$ cat src/rtl/riscv_crypto_aes_ks_rev.sv
// AES-128 reverse key schedule: walks round keys 10 down to 0 starting from the
// round-10 key, one byte per cycle through a single forward S-box.

module riscv_crypto_aes_fwd_sbox (
  input  logic [7:0] in_byte,
  output logic [7:0] out_byte
);

  // Entry 0 sits in the top byte, so entry i lives at bit offset 8 * (255 - i).
  localparam logic [2047:0] SboxTable = {
    128'h637c777bf26b6fc53001672bfed7ab76, 128'hca82c97dfa5947f0add4a2af9ca472c0,
    128'hb7fd9326363ff7cc34a5e5f171d83115, 128'h04c723c31896059a071280e2eb27b275,
    128'h09832c1a1b6e5aa0523bd6b329e32f84, 128'h53d100ed20fcb15b6acbbe394a4c58cf,
    128'hd0efaafb434d338545f9027f503c9fa8, 128'h51a3408f929d38f5bcb6da2110fff3d2,
    128'hcd0c13ec5f974417c4a77e3d645d1973, 128'h60814fdc222a908846eeb814de5e0bdb,
    128'he0323a0a4906245cc2d3ac629195e479, 128'he7c8376d8dd54ea96c56f4ea657aae08,
    128'hba78252e1ca6b4c6e8dd741f4bbd8b8a, 128'h703eb5664803f60e613557b986c11d9e,
    128'he1f8981169d98e949b1e87e9ce5528df, 128'h8ca1890dbfe6426841992d0fb054bb16
  };

  always_comb out_byte = SboxTable[{~in_byte, 3'b000} +: 8];

endmodule

module riscv_crypto_aes_ks_rev (
  input  logic         g_clk,
  input  logic         g_resetn,
  input  logic         start_valid,
  output logic         start_ready,
  input  logic [127:0] key_in,
  input  logic         clear,
  output logic         rk_valid,
  input  logic         rk_ready,
  output logic [127:0] rk_data,
  output logic [3:0]   rk_idx,
  output logic         busy,
  output logic         done
);

  typedef enum logic [1:0] {StIdle, StEmit, StSub} state_e;

  state_e       state_q;
  logic [127:0] key_q;
  logic [3:0]   round_q;
  logic [1:0]   cnt_q;
  logic [23:0]  t_q;
  logic         rk_valid_q, done_q, busy_q, start_ready_q;

  logic [31:0]  w0, w1, w2, w3, p0, p1, p2, p3;
  logic [7:0]   sbox_in, sbox_out, rcon;

  riscv_crypto_aes_fwd_sbox u_sbox (
    .in_byte  (sbox_in),
    .out_byte (sbox_out)
  );

  always_comb begin
    w0 = key_q[31:0];
    w1 = key_q[63:32];
    w2 = key_q[95:64];
    w3 = key_q[127:96];
    p3 = w3 ^ w2;
    p2 = w2 ^ w1;
    p1 = w1 ^ w0;
    // RotWord: cycle c feeds byte (c+1) mod 4 of p3.
    unique case (cnt_q)
      2'd0: sbox_in = p3[15:8];
      2'd1: sbox_in = p3[23:16];
      2'd2: sbox_in = p3[31:24];
      2'd3: sbox_in = p3[7:0];
    endcase
    case (round_q)
      4'd1:    rcon = 8'h01;
      4'd2:    rcon = 8'h02;
      4'd3:    rcon = 8'h04;
      4'd4:    rcon = 8'h08;
      4'd5:    rcon = 8'h10;
      4'd6:    rcon = 8'h20;
      4'd7:    rcon = 8'h40;
      4'd8:    rcon = 8'h80;
      4'd9:    rcon = 8'h1b;
      4'd10:   rcon = 8'h36;
      default: rcon = 8'h00;
    endcase
    // Byte 3 of t comes straight from the S-box in the last SUB cycle.
    p0 = w0 ^ {sbox_out, t_q} ^ {24'h0, rcon};
  end

  always_ff @(posedge g_clk or negedge g_resetn) begin
    if (!g_resetn) begin
      state_q       <= StIdle;
      key_q         <= '0;
      round_q       <= '0;
      cnt_q         <= '0;
      t_q           <= '0;
      rk_valid_q    <= 1'b0;
      done_q        <= 1'b0;
      busy_q        <= 1'b0;
      start_ready_q <= 1'b1;
    end else if (clear) begin
      state_q       <= StIdle;
      cnt_q         <= '0;
      rk_valid_q    <= 1'b0;
      done_q        <= 1'b0;
      busy_q        <= 1'b0;
      start_ready_q <= 1'b1;
    end else begin
      done_q <= 1'b0;
      unique case (state_q)
        StIdle: begin
          if (start_valid && start_ready_q) begin
            key_q         <= key_in;
            round_q       <= 4'd10;
            state_q       <= StEmit;
            rk_valid_q    <= 1'b1;
            busy_q        <= 1'b1;
            start_ready_q <= 1'b0;
          end
        end
        StEmit: begin
          if (rk_valid_q && rk_ready) begin
            rk_valid_q <= 1'b0;
            if (round_q == 4'd0) begin
              state_q       <= StIdle;
              done_q        <= 1'b1;
              busy_q        <= 1'b0;
              start_ready_q <= 1'b1;
            end else begin
              state_q <= StSub;
              cnt_q   <= 2'd0;
            end
          end
        end
        StSub: begin
          cnt_q <= cnt_q + 2'd1;
          case (cnt_q)
            2'd0:    t_q[7:0]   <= sbox_out;
            2'd1:    t_q[15:8]  <= sbox_out;
            2'd2:    t_q[23:16] <= sbox_out;
            default: begin
              key_q      <= {p3, p2, p1, p0};
              round_q    <= round_q - 4'd1;
              state_q    <= StEmit;
              rk_valid_q <= 1'b1;
            end
          endcase
        end
        default: state_q <= StIdle;
      endcase
    end
  end

  assign start_ready = start_ready_q;
  assign rk_valid    = rk_valid_q;
  assign rk_data     = key_q;
  assign rk_idx      = round_q;
  assign busy        = busy_q;
  assign done        = done_q;

endmodule

$ cat config.mk
export PLATFORM = sky130hd
export DESIGN_NAME = riscv_crypto_aes_ks_rev
export DESIGN_NICKNAME = d
export VERILOG_FILES = /design/src/rtl/riscv_crypto_aes_ks_rev.sv
export SDC_FILE = /design/constraint.sdc
export NUM_CORES = 1
export LEC_CHECK = 0
export ABC_AREA = 1
export CAP_MARGIN = 20
export CORE_MARGIN = 4
export CORE_UTILIZATION = 30
export CTS_BUF_LIST = sky130_fd_sc_hd__clkbuf_2
export CTS_CLUSTER_DIAMETER = 80
export DETAILED_ROUTE_END_ITERATION = 10
export HOLD_SLACK_MARGIN = 0.15
export PLACE_DENSITY = 0.51
export RECOVER_POWER = 100
export REMOVE_ABC_BUFFERS = 1
export SYNTH_ARGS = -nofsm -noshare
export SYNTH_HDL_FRONTEND = slang
export SYNTH_SLANG_ARGS = --single-unit
$ cat constraint.sdc
create_clock -name g_clk -period 2.92 [get_ports g_clk]
set_clock_uncertainty 0.15 [all_clocks]
set_input_delay 0.584 -clock g_clk [delete_from_list [all_inputs] [get_ports g_clk]]
set_output_delay 0.584 -clock g_clk [all_outputs]
set_load 0.01 [all_outputs]
# After elaboration in Yosys (flattened, before gate mapping)
# Memories as Yosys holds them, arrays and structs flattened.
# Cells that the tools add are included.
# totals
romBits,128
reg_bits,164
n_memories,1
elab_cells,87
# classes
eq_ne,12
muxes,35
reduce_logical,18
n_addsub,2
shifts,1
bitwise_logic,7
# mem_list
name,depth,width,read_ports,rd_clocked_by_memory_dff,wr,line,source
(no name shown),16,8,1,0,0,72,case (round_q)
# ops
cell,count
$shiftx 2048x12->8 const A,1
$mux 128,2
$pmux 128 s2,1
$xor 32x32->32,4
$pmux 8 s4,1
$xor 32x8->32,1
$mux 2,8
$mux 1,15
$ne 3x3->1 const B,5
$reduce_and 3->1,5
$reduce_and 4->1,3
$mux 4,2
$not 8->8,1
$pmux 4 s2,1
$eq 2x2->1 const B,3
$pmux 2 s3,1
$reduce_bool 3->1,2
$eq 2x1->1 const B,2
$logic_not 2->1,2
$logic_not 4->1,1
$ne 2x2->1 const B,2
$pmux 1 s2,2
$pmux 2 s2,1
$reduce_bool 4->1,1
other kinds (7),8

# Logic depth before layout (Yosys ltp)
# depth
depth_word,8
mapped_depth,24

# Hierarchy
# A second synthesis with hierarchy kept.
# unflattened
cells_unflattened,2033
hier_area_um2,12522.0
# by_module_without_submodules
module,cells_per_inst,seq_area_each_um2,area_per_inst_um2,instances
riscv_crypto_aes_ks_rev,1407,4105.2,9610.5,1
riscv_crypto_aes_fwd_sbox,626,0.0,2911.5,1

# Least setup slack after synthesis
# OpenSTA, ideal clock, no wires.
# synth_timing
path_kind,register to register
start,reg cnt_q[0]
end,"reg key_q[26], in the netlist rk_data[26]"
arrival_time_ns,2.761
slack_ns,-0.108
stages_incl_launch_ff,22
cell_sequence,dfrtp_1 -> inv_1 -> ha_1 -> buf_2 -> nand3_1 -> nand2_1 -> o21ai_0 -> ha_1 -> inv_1 -> nand3_2 -> nand2_1 -> inv_1 -> nand2_1 -> nand3_1 -> nand3_1 -> nand3_1 -> nand3_1 -> nand2_1 -> nand2_1 -> nand3_1 -> nand2_1 -> nand2_1
# synth_between
elab_chain_cells,8
elab_cells_between_ends,14
# synth_lines
element,line,source
start: declaration,45,logic [1:0] cnt_q;
start signal: assignment,135,cnt_q <= cnt_q + 2'd1;
"$eq 2x2->1, or another cell as far along",66,unique case (cnt_q)
$pmux 8 s4,66,
$not 8->8,21,"always_comb out_byte = SboxTable[{~in_byte, 3'b000} +: 8];"
$shiftx 2048x12->8,21,
$xor 32x32->32,86,"p0 = w0 ^ {sbox_out, t_q} ^ {24'h0, rcon};"
$xor 32x8->32,86,
$mux 128,136,case (cnt_q)
$pmux 128 s2,109,unique case (state_q)
end signal: assignment,112,key_q <= key_in;
end signal: assignment,141,"key_q <= {p3, p2, p1, p0};"
end: declaration,43,logic [127:0] key_q;
# Several ways; a longest one is shown, not always the timed one. The select of a mux whose other input is x is not followed.
# A chain may end at the register's enable or synchronous reset.

# Worst setup path in the final report
# layout_timing
start,reg cnt_q[1]
end,"reg key_q[25], in the netlist rk_data[25]"
# The elaborated chain is that of the path after synthesis.

==> results <==
- The slack of the worst reg-to-reg path is -0.14 ns.
- The share of async-settable or async-resettable flops after synthesis is 100.0%.
- The finished cells cover 20,840 µm².
- After synthesis, the netlist uses 44 different library cells.
- After synthesis, the mean cell area works out to 6.673 µm².
- The highest layer touched by signal routing is met4.
- In this run, placement finished with an instance count of 2,801.
- Setup repair after global routing could not meet its margin everywhere.
- The number of warnings issued by yosys is 0.
- The flow ran to the end, but the final reports show violations.
- In the layout the commonest cells are 434 x sky130_fd_sc_hd__nand2_1, 226 x sky130_fd_sc_hd__buf_4, 217 x sky130_fd_sc_hd__nand3_1.
- The top fanout value on the critical path is 6.
- The worst path setup slack after routing is -0.1384 ns.
- After the flow finishes, the layout carries non-filler instances totaling 2,976.
- In this run the cell area of the synthesized design comes to 12,200 µm².
- In the routed design, unresolved DRC markers number 0.
- The sequential-to-total area share from yosys stat is 33.64%.
- The number of H-tree levels is 4.
- For this configuration, the core starts out at a cell density of 30.51%.
- The max-slew violation total from the final report is 0.
- The layout cell share with drive strength beyond 1 is 27.92%.
- The stage delay of the slowest cell on the critical path is 0.52 ns.
- The kind of start point of the critical path is a flop.
- The first-pass GRT wire length is 96.92 mm.
- At the end of the flow, the number of nets in the layout was 2,590.
- In the final timing run, aggregate negative setup slack is -1.903 ns.
- The worst relative slew slack is 5.334%.
- In this run the critical register-to-register path is launched from cnt_q[1].
- The checks that failed: setup timing.
- Port buffering added 268 buffers.
- The final antenna-violating net count is 0.
- Across the run, the number of max-cap violations was 0.
- The total core area is 40,010 µm².
- TritonCTS built the clock tree.
- The floorplan has 73 rows.
- The routed design uses 29.74 mm of met2 wire.
- The data arrival time of the critical path is 3.65 ns.
- The ratio of final minimum period to clock period is 104.7%.
- Measured along the y axis, the die boundary spans 209.7 µm.
- Detailed placement ended at an HPWL of 47.39 mm.
- The sum of routed wire segments on met1 is 28.30 mm.
- The buffer cell driving the clock tree root is sky130_fd_sc_hd__clkbuf_2.
- The slowest cell on the critical path is sky130_fd_sc_hd__dfrtp_2.
- The source of the critical timing path is cnt_q[1].
- Routability-driven placement finished with a final weighted congestion of 1.060.
- The total wire length is 64.95 mm.
- The clock net in this run drives a total of 164 sinks.
- The filler cell count is 3,960.
- The initial DRC count is 1,316.
- The worst path in the final design needs a cycle of 3.058 ns, including I/O delays and setup.
- Summing over every cut layer, the via total after detailed routing is 15,730.
- The signed area change from the synthesized netlist to the final layout is 70.76%.
- The via count normalized by instance count is 5.285.
- Before antenna repair, the detailed router went through 5 iterations.
- For the pin with the worst max-slew slack, the measured transition is 1.420 ns.
- The total setup violations reported at the end of the flow is 26.
- The number of enable flip-flop cells after synthesis is 0.
- The horizontal extent of the die is 209.7 µm.
- The number of clock buffers added by TritonCTS is 17.
- The clock passes through at most 2 buffers.
- The routed design uses 3.968 mm of met3 wire.
- The clock transition at the registers of the reported paths is 0.27 ns.
- Timing analysis after detailed placement gives a worst setup slack of -0.5635 ns.
- The cell repeated most along the worst path is sky130_fd_sc_hd__nand2_1.
- The synthesized design contains 164 register bits.
- The total overflow left after global routing is 0.
- Leaving out fill and tap cells, the most frequent cell in the layout is sky130_fd_sc_hd__nand2_1.
- The worst setup path is of the reg -> reg kind.
- The die covers 43,970 µm².
- The I/O pin total is 269.
- The worst setup path is captured at a flop.
- The number of antenna violations at the first check in global routing is 1.
- The latest clock arrival within the worst-skew pair is 0.86 ns.
- The critical path required time is 3.51 ns.
- For this run, the total global-route usage over all layers was measured as 28.58%.
- The count of mapped cells out of synthesis is 1,829.
- The prevailing post-synth register cell is sky130_fd_sc_hd__dfrtp_1.
- Dividing the detail-routed wire length by the instance count gives 21.83 µm.
- The signal on the critical path passes through buf_6 > ha_4 > buf_6 > nand3_4 > nand2_4 > o21ai_4 > buf_12 > buf_8 > buf_4 > nand2_4 > buf_4 > nand3_2 > nand3_2 > nand2_1 > nand2_1 > nand3_2 > nand3_4 > buf_6 > nand3_1 > nand3_1 > nand2_1 > nand2_1.
- The type of the most critical hold path is in -> reg.
- The launch instance of the worst min-delay path is key_in[1].
- The highest clock frequency the design can meet is 327.0 MHz.
- The total placed instance area is 17,620 µm².
- The total count of hold-check failures in the final report was 0.
- The pin count of the biggest net entering global routing is 181.
- The via count of the first global-routing pass came to 15,200.
final cells by class:
cell class                      instances  area, µm²  share of cell area [%]
Antenna cell                            1      2.502                 0.01201
Clock buffer                           19      95.09                  0.4563
Clock inverter                         13      123.9                  0.5944
Inverter                              123      486.7                   2.335
Multi-Input combinational cell       1425       8466                   40.62
Sequential cell                       164       4108                   19.71
Tap cell                              525      656.9                   3.152
Timing Repair Buffer                  706       6902                   33.12
stage by stage:
| stage | util, % | hold WS (ns) |
|---|---|---|
| floorplan | - | 0.1384 |
| global placement | 44.05 | 0.3304 |
| detailed placement | 44.05 | 0.3432 |
| CTS | 50.75 | 0.1505 |
| global route | 52.09 | 0.1513 |
| finish | 52.09 | 0.2352 |
state kept, by name, indices dropped and copies added, names as in the netlist, 2 cells and up:
name     count
rk_data    128
rk_idx       4
state_q      2
t_q         24
cnt_q        2
path summary, 6_finish.rpt:
kind                       cells after the start          end
max                                           22  rk_data[25]
min                                            3   rk_data[1]
min reg2reg                                    1         busy
max in group asynchronous                      4     cnt_q[1]
max reg2reg                                   22  rk_data[25]
min in group asynchronous                      3  start_ready
Yosys cell counts, types with 8 or more instances:
cell | count | share of area, %
sky130_fd_sc_hd__a21oi_1 | 75 | 3.1
sky130_fd_sc_hd__a22oi_1 | 18 | 1.1
sky130_fd_sc_hd__a31oi_1 | 29 | 1.5
sky130_fd_sc_hd__a32oi_1 | 10 | 0.72
sky130_fd_sc_hd__buf_1 | 8 | 0.25
sky130_fd_sc_hd__buf_2 | 50 | 2.1
sky130_fd_sc_hd__buf_4 | 8 | 0.49
sky130_fd_sc_hd__clkbuf_1 | 46 | 1.4
sky130_fd_sc_hd__dfrtp_1 | 163 | 33
sky130_fd_sc_hd__ha_1 | 20 | 2.1
sky130_fd_sc_hd__inv_1 | 115 | 3.5
sky130_fd_sc_hd__nand2_1 | 511 | 16
sky130_fd_sc_hd__nand2_2 | 14 | 0.72
sky130_fd_sc_hd__nand3_1 | 323 | 13
sky130_fd_sc_hd__nor2_1 | 120 | 3.7
sky130_fd_sc_hd__o211ai_1 | 10 | 0.62
sky130_fd_sc_hd__o21a_1 | 8 | 0.49
sky130_fd_sc_hd__o21ai_0 | 151 | 6.2
sky130_fd_sc_hd__o22ai_1 | 18 | 0.92
sky130_fd_sc_hd__o31ai_1 | 26 | 1.6
sky130_fd_sc_hd__or2_2 | 17 | 0.87
sky130_fd_sc_hd__xnor2_1 | 18 | 1.3
sky130_fd_sc_hd__xor2_1 | 21 | 1.5
critical path: cells and delay by family (launching register included):
family / cells / cell delay (ns)
AO/OA/AOI/OAI: 1 / 0.15
adder cells (fa/ha/maj): 1 / 0.17
buffers and inverters: 7 / 0.96
flip-flops: 1 / 0.52
AND/OR/NAND/NOR: 13 / 1.00
cell families after synthesis:
logic type / Yosys count / synth area share, %
AND/OR/NAND/NOR: 1009 / 35.90
AO/OA/AOI/OAI: 357 / 17.09
buffers and inverters: 240 / 8.520
flip-flops: 164 / 33.64
XOR/XNOR: 39 / 2.799
adder cells (fa/ha/maj): 20 / 2.050
what timing repair did:
| action | in CTS | in global routing |
|---|---|---|
| endpoints found under the setup margin | 32 | 35 |
| setup buffers | 36 | 18 |
| hold buffers | 80 | 3 |
| resized for setup | 292 | 146 |
| pin swaps | 70 | 37 |
| cloned | 5 | 0 |
| endpoints found under the hold margin | 241 | 3 |
per-layer routing:
layer	GRT usage [%]	up-vias
met2	45.36	586
li1	-	7393
met4	11.16	0
met5	0	-
met1	38.80	7603
met3	5.112	145
Power is not shown: default switching activity piles up to over one toggle a cycle in this logic, so the estimate is an artifact.
